==> src/rtl/ps2_host_tx.sv <==
// Host-to-device PS/2 transmitter: inhibit, start bit, 8 data + odd parity + stop, device ACK.
// Optional single retry on NACK/timeout when PS2_TX_RETRY_EN is defined.
module ps2_host_tx #(
  parameter int unsigned INHIBIT_CYCLES = 5000,
  parameter int unsigned TIMEOUT_CYCLES = 1000000,
  parameter int unsigned SYNC_STAGES    = 3
) (
  input  logic       clk,
  input  logic       clrn,
  input  logic       tx_valid,
  input  logic [7:0] tx_data,
  output logic       tx_ready,
  output logic       tx_done,
  output logic       tx_err,
  input  logic       ps2_clk_in,
  input  logic       ps2_data_in,
  output logic       ps2_clk_oe,
  output logic       ps2_data_oe
);

  localparam int unsigned IW = $clog2(INHIBIT_CYCLES) + 1;
  localparam int unsigned TW = $clog2(TIMEOUT_CYCLES) + 1;
  localparam logic [IW-1:0] INH_LAST = IW'(INHIBIT_CYCLES - 1);
  localparam logic [IW-1:0] INH_END  = IW'(INHIBIT_CYCLES);
  localparam logic [TW-1:0] TMO_END  = TW'(TIMEOUT_CYCLES);
  localparam logic [3:0]    STOP_IDX = 4'd9;

  typedef enum logic [2:0] {
    S_IDLE, S_INHIBIT, S_SEND, S_ACK, S_WAIT_IDLE, S_DONE, S_ERR
  } state_t;

  state_t state_q, state_d;

  logic [SYNC_STAGES-1:0] clk_sync, data_sync;
  logic                   clk_prev;
  logic                   sync_clk, sync_data, fall;

  logic [9:0]    frame_q;
  logic [3:0]    idx_q, idx_d;
  logic [IW-1:0] inh_cnt_q, inh_cnt_d;
  logic [TW-1:0] to_cnt_q, to_cnt_d;
  logic          clk_oe_d, data_oe_d, ready_d, done_d, err_d;
  logic          accept, timeout, fail, retry_ok;

  // Pin synchronisers; lines idle high
  always_ff @(posedge clk or negedge clrn) begin
    if (!clrn) begin
      clk_sync  <= '1;
      data_sync <= '1;
      clk_prev  <= 1'b1;
    end else begin
      clk_sync  <= {clk_sync[SYNC_STAGES-2:0], ps2_clk_in};
      data_sync <= {data_sync[SYNC_STAGES-2:0], ps2_data_in};
      clk_prev  <= clk_sync[SYNC_STAGES-1];
    end
  end

  assign sync_clk  = clk_sync[SYNC_STAGES-1];
  assign sync_data = data_sync[SYNC_STAGES-1];
  assign fall      = clk_prev & ~sync_clk;
  assign accept    = (state_q == S_IDLE) && tx_valid && tx_ready;
  assign timeout   = (to_cnt_q == TMO_END);

`ifdef PS2_TX_RETRY_EN
  logic retried_q;

  always_ff @(posedge clk or negedge clrn) begin
    if (!clrn)                 retried_q <= 1'b0;
    else if (accept)           retried_q <= 1'b0;
    else if (fail && retry_ok) retried_q <= 1'b1;
  end

  assign retry_ok = ~retried_q;
`else
  assign retry_ok = 1'b0;
`endif

  // Frame is {stop, odd parity, d7..d0}, shifted out LSB first
  always_ff @(posedge clk or negedge clrn) begin
    if (!clrn)       frame_q <= '0;
    else if (accept) frame_q <= {1'b1, ~^tx_data, tx_data};
  end

  always_comb begin
    state_d   = state_q;
    clk_oe_d  = ps2_clk_oe;
    data_oe_d = ps2_data_oe;
    idx_d     = idx_q;
    fail      = 1'b0;
    inh_cnt_d = '0;
    to_cnt_d  = '0;
    ready_d   = 1'b0;
    done_d    = 1'b0;
    err_d     = 1'b0;

    case (state_q)
      S_IDLE: begin
        if (accept) begin
          state_d   = S_INHIBIT;
          clk_oe_d  = 1'b1;
          data_oe_d = 1'b0;
        end
      end
      S_INHIBIT: begin
        if (inh_cnt_q == INH_LAST) data_oe_d = 1'b1;
        if (inh_cnt_q == INH_END) begin
          clk_oe_d = 1'b0;
          idx_d    = 4'd0;
          state_d  = S_SEND;
        end
      end
      S_SEND: begin
        if (timeout) fail = 1'b1;
        else if (fall) begin
          data_oe_d = ~frame_q[idx_q];
          idx_d     = idx_q + 4'd1;
          if (idx_q == STOP_IDX) state_d = S_ACK;
        end
      end
      S_ACK: begin
        if (timeout) fail = 1'b1;
        else if (fall) begin
          if (sync_data) fail = 1'b1;
          else           state_d = S_WAIT_IDLE;
        end
      end
      S_WAIT_IDLE: begin
        if (timeout)                    fail    = 1'b1;
        else if (sync_clk && sync_data) state_d = S_DONE;
      end
      S_DONE:  state_d = S_IDLE;
      S_ERR:   state_d = S_IDLE;
      default: state_d = S_IDLE;
    endcase

    // Failure releases both lines in the same cycle; a retry re-inhibits instead
    if (fail) begin
      clk_oe_d  = 1'b0;
      data_oe_d = 1'b0;
      state_d   = S_ERR;
      if (retry_ok) begin
        clk_oe_d = 1'b1;
        state_d  = S_INHIBIT;
      end
    end
    if (state_d == S_ERR) begin
      clk_oe_d  = 1'b0;
      data_oe_d = 1'b0;
    end

    if (state_q == S_INHIBIT && state_d == S_INHIBIT)
      inh_cnt_d = (inh_cnt_q == INH_END) ? inh_cnt_q : inh_cnt_q + IW'(1);
    if (state_d == state_q && !fall)
      to_cnt_d = timeout ? to_cnt_q : to_cnt_q + TW'(1);

    ready_d = (state_d == S_IDLE);
    done_d  = (state_d == S_DONE);
    err_d   = (state_d == S_ERR);
  end

  always_ff @(posedge clk or negedge clrn) begin
    if (!clrn) begin
      state_q     <= S_IDLE;
      idx_q       <= '0;
      inh_cnt_q   <= '0;
      to_cnt_q    <= '0;
      tx_ready    <= 1'b1;
      tx_done     <= 1'b0;
      tx_err      <= 1'b0;
      ps2_clk_oe  <= 1'b0;
      ps2_data_oe <= 1'b0;
    end else begin
      state_q     <= state_d;
      idx_q       <= idx_d;
      inh_cnt_q   <= inh_cnt_d;
      to_cnt_q    <= to_cnt_d;
      tx_ready    <= ready_d;
      tx_done     <= done_d;
      tx_err      <= err_d;
      ps2_clk_oe  <= clk_oe_d;
      ps2_data_oe <= data_oe_d;
    end
  end

endmodule
==> config.mk <==
export PLATFORM = sky130hd
export DESIGN_NAME = ps2_host_tx
export DESIGN_NICKNAME = d
export VERILOG_FILES = /design/src/rtl/ps2_host_tx.sv
export SDC_FILE = /design/constraint.sdc
export NUM_CORES = 1
export LEC_CHECK = 0
export BUFFER_PORTS_ARGS = -buffer_cell sky130_fd_sc_hd__buf_2
export CAP_MARGIN = 15
export CORE_AREA = 2 2 99 101
export DETAILED_ROUTE_END_ITERATION = 10
export DIE_AREA = 0 0 101 103
export GPL_ROUTABILITY_DRIVEN = 0
export SLEW_MARGIN = 40
export SYNTH_ARGS = -nofsm -noshare
export SYNTH_HDL_FRONTEND = slang
export SYNTH_SLANG_ARGS = --single-unit
==> constraint.sdc <==
create_clock -name clk -period 2.3 [get_ports clk]
set_clock_uncertainty 0.2 [all_clocks]
set_input_delay 0.345 -clock clk [delete_from_list [all_inputs] [get_ports clk]]
set_output_delay 0.345 -clock clk [all_outputs]
set_load 0.03 [all_outputs]
==> results.cfg <==
[worst_setup_path]
startpoint_type = flip-flop
crit_start = inh_cnt_q[4]
r2r_end = to_cnt_q[19]
critPathMaxStageDelay_ps = 550
r2r_slack_ps = 80
rr_startpoint = inh_cnt_q[4]
cp_slowest_cell = or4b_4
cp-endpoint = to_cnt_q[19]
path_cells = or4b_4 -> or4_4 -> nor2_4 -> a2111o_2 -> buf_12 -> nor2_1
cp_max_fo = 21
r2r_cells = 6
crit_arrival_ps = 2240
endpoint_kind = flip-flop
worst_ep_required_time_ps = 2320
criticalPathCategory = flip-flop to flip-flop

[pwr]
p_leak_nw = 1.78
p_per_area_nw_per_um2 = 607
peakVddDrop_uv = 367

[timing]
final.period_utilization_pct = 96.3
maxSlewViolCount = 0
clock.fmax_ghz = 0.451
timing.hold.ws_ps = 63.8
setup-violations-final = 0
tns_ps = 0
hold_violations = 0
rsz0062_at_grt = false
slew_headroom_pct = 68.0
worst_pin_slew_ps = 475
min_period_ps = 2220

[logic_synthesis]
synth_fp_nets = 324
async_flop_share_pct = 100
ys_warn_count = 0
synth.avg_cell_area_um2 = 10.5
synth_cell_types = 49
synth-main-ff-cell = dfrtp_1
syn-cell-area_um2 = 3210
synth_seq_area_share_pct = 50.2
netlist_instances = 305
synth-seq-cells = 64
synth_edf_count = 0

[global_routing]
grt_pass1_wl_um = 10900
overflow = 0
grt_use_total_pct = 13.3
grt_pass1_vias = 2380
grt_max_degree = 65
antenna_found_initial = 0

[clock_tree]
numClockSinks = 64
numCtsBuffers = 9
htreeDepth = 3
cts-root-buf = clkbuf_8
cts.reportedPaths.clkPinSlew_ps = 70
cts_buffer_depth = 2
insertion_delay_ps = 330
cts_tree = yes

[die]
core_area_um2 = 9460
dieArea_um2 = 10400
io_pins = 18
die_h_um = 103
start_util_pct = 33.9
die_w_um = 101
fp-row-count = 36

[finish]
final_cells = 477
final_area_um2 = 3900
area_growth_pct = 21.4
fin_util_pct = 41.2
antenna_cells = 0
drive_above_1_share_pct = 25.9
final_nets = 377

[route]
drt_wl_total_um = 6190
vias_per_cell = 4.97
first_pass_iters = 4
drc_errors = 0
vias = 2369
drtAntennaViolNets = 0
drt_iter0_drc = 67
wl_per_cell_um = 13.0

[placed_design]
dp_hpwl_um = 4370
dp.cells = 456
port_buffers = 17
placed_area_um2 = 3630

[worst_hold_path]
hp-class = input port to flip-flop

[run]
drv_cap = 0

[status]
status = finished clean
## worst min path at each step
stage / start / endpoint / slack, ps / cells after the start
floorplan: clrn / frame_q[0] / -150 / 0
global placement: data_sync[0] / data_sync[1] / 150 / 0
detailed placement: clk_sync[0] / clk_sync[1] / 150 / 0
CTS: tx_data[7] / frame_q[7] / 50 / 2
global route: tx_data[4] / frame_q[4] / 60 / 2
finish: tx_data[7] / frame_q[7] / 60 / 2
## cells in the mapped netlist, types with 3 or more instances
library cell	instances	area (um^2)
clkbuf_1	7	26.3
inv_1	11	41.3
nor3_1	4	20.0
dfstp_2	8	210
xnor2_1	22	193
and3_1	11	68.8
nand3_1	16	80.1
nand4_1	7	43.8
o211ai_1	3	22.5
ha_1	6	75.1
dfrtp_1	56	1400
o21ai_0	10	50.1
xor2_1	17	149
mux2_2	11	124
nand3b_1	4	30.0
nor4_1	5	31.3
a21oi_1	4	20.0
mux2i_1	5	50.1
nand2_1	13	48.8
nor2_1	46	173
## registers in the layout, summed over array words and instances, names as in the netlist, 3 cells and up
register   flops
idx_q          4
frame_q       10
data_sync      3
inh_cnt_q     14
to_cnt_q      21
state_q        3
clk_sync       3
## final cells by class
class | count | area [um^2]
clock buffers | 14 | 163
fillers | 937 | 5560
flip-flops and latches | 64 | 1610
inverters | 11 | 41.3
well taps | 114 | 143
clock inverters | 2 | 37.5
repair buffers | 52 | 380
multi-input cells | 220 | 1520
## placed cells by master, fill, tap and decap left out, drive strengths merged, types with 2 or more instances in the layout
cell and n:
a21oi 4, xor2 17, nor4 5, and3 11, o21a 2, or3 2, or4b 2, dfrtp 56
nand2 13, nor2b 2, buf 49, inv 11, nand3b 4, xnor2 22, mux2 11, or2 2
mux2i 5, ha 6, and4 2, dfstp 8, o211ai 4, clkbuf 14, o21ai 10, nor4bb 2
nor3 4, nor2 47, nand4 7, nand3 17, nand2b 2, nor4b 2, dlygate4sd3 3
## power by group
| part | leakage [nW] | switching (W) | internal [W] |
|---|---|---|---|
| Clock | 0.0969 | 0.000404 | 0.000562 |
| Combinational | 0.837 | 0.000113 | 0.000103 |
| Sequential | 0.842 | 0.0000211 | 0.00116 |
## critical path, delay by kind of cell, from the launching register on
family / cells / cell delay, ps
AOI/OAI and AO/OA: 1 / 130
and+or+nand+nor: 4 / 1230
buffers and inverters: 1 / 150
DFF: 1 / 380
## repair_timing
action	CTS	global route
hold buffers	3	0
pin swaps	1	1
hold endpoints to repair	58	0
setup buffers	1	1
setup endpoints to repair	4	26
resized for setup	0	4
## metal layers
metal / global-route usage (%) / part of all wire, % / wire length, um / vias to the layer above
met3: 3.86 / 3.3 / 207 / 13
met2: 21.4 / 47 / 2910 / 38
met1: 16.9 / 47 / 2930 / 1153
met5: 0 / 0 / 0 / -
li1: - / - / - / 1165
met4: 5.61 / 2.3 / 140 / 0
## cell families (layout without fill, tap and decap cells)
kind of cell,count (synthesis),count (layout),synth area share (%)
compound gates,31,31,6.82
xor+xnor,39,39,10.6
fa+ha+maj,6,6,2.34
buf+inv,21,79,2.96
flops,64,64,50.2
mux,17,17,6.12
simple gates,127,127,20.9
## metrics by stage
step	power, W	setup slack, ps
3_3_place_gp	0.00141	8.88
2_1_floorplan	0.00131	58.9
6_report	0.00237	84.2
3_5_place_dp	0.00142	-6.71
4_1_cts	0.00240	23.7
5_1_grt	0.00249	3.65
Note: power is estimated with default switching activity, not from simulation.
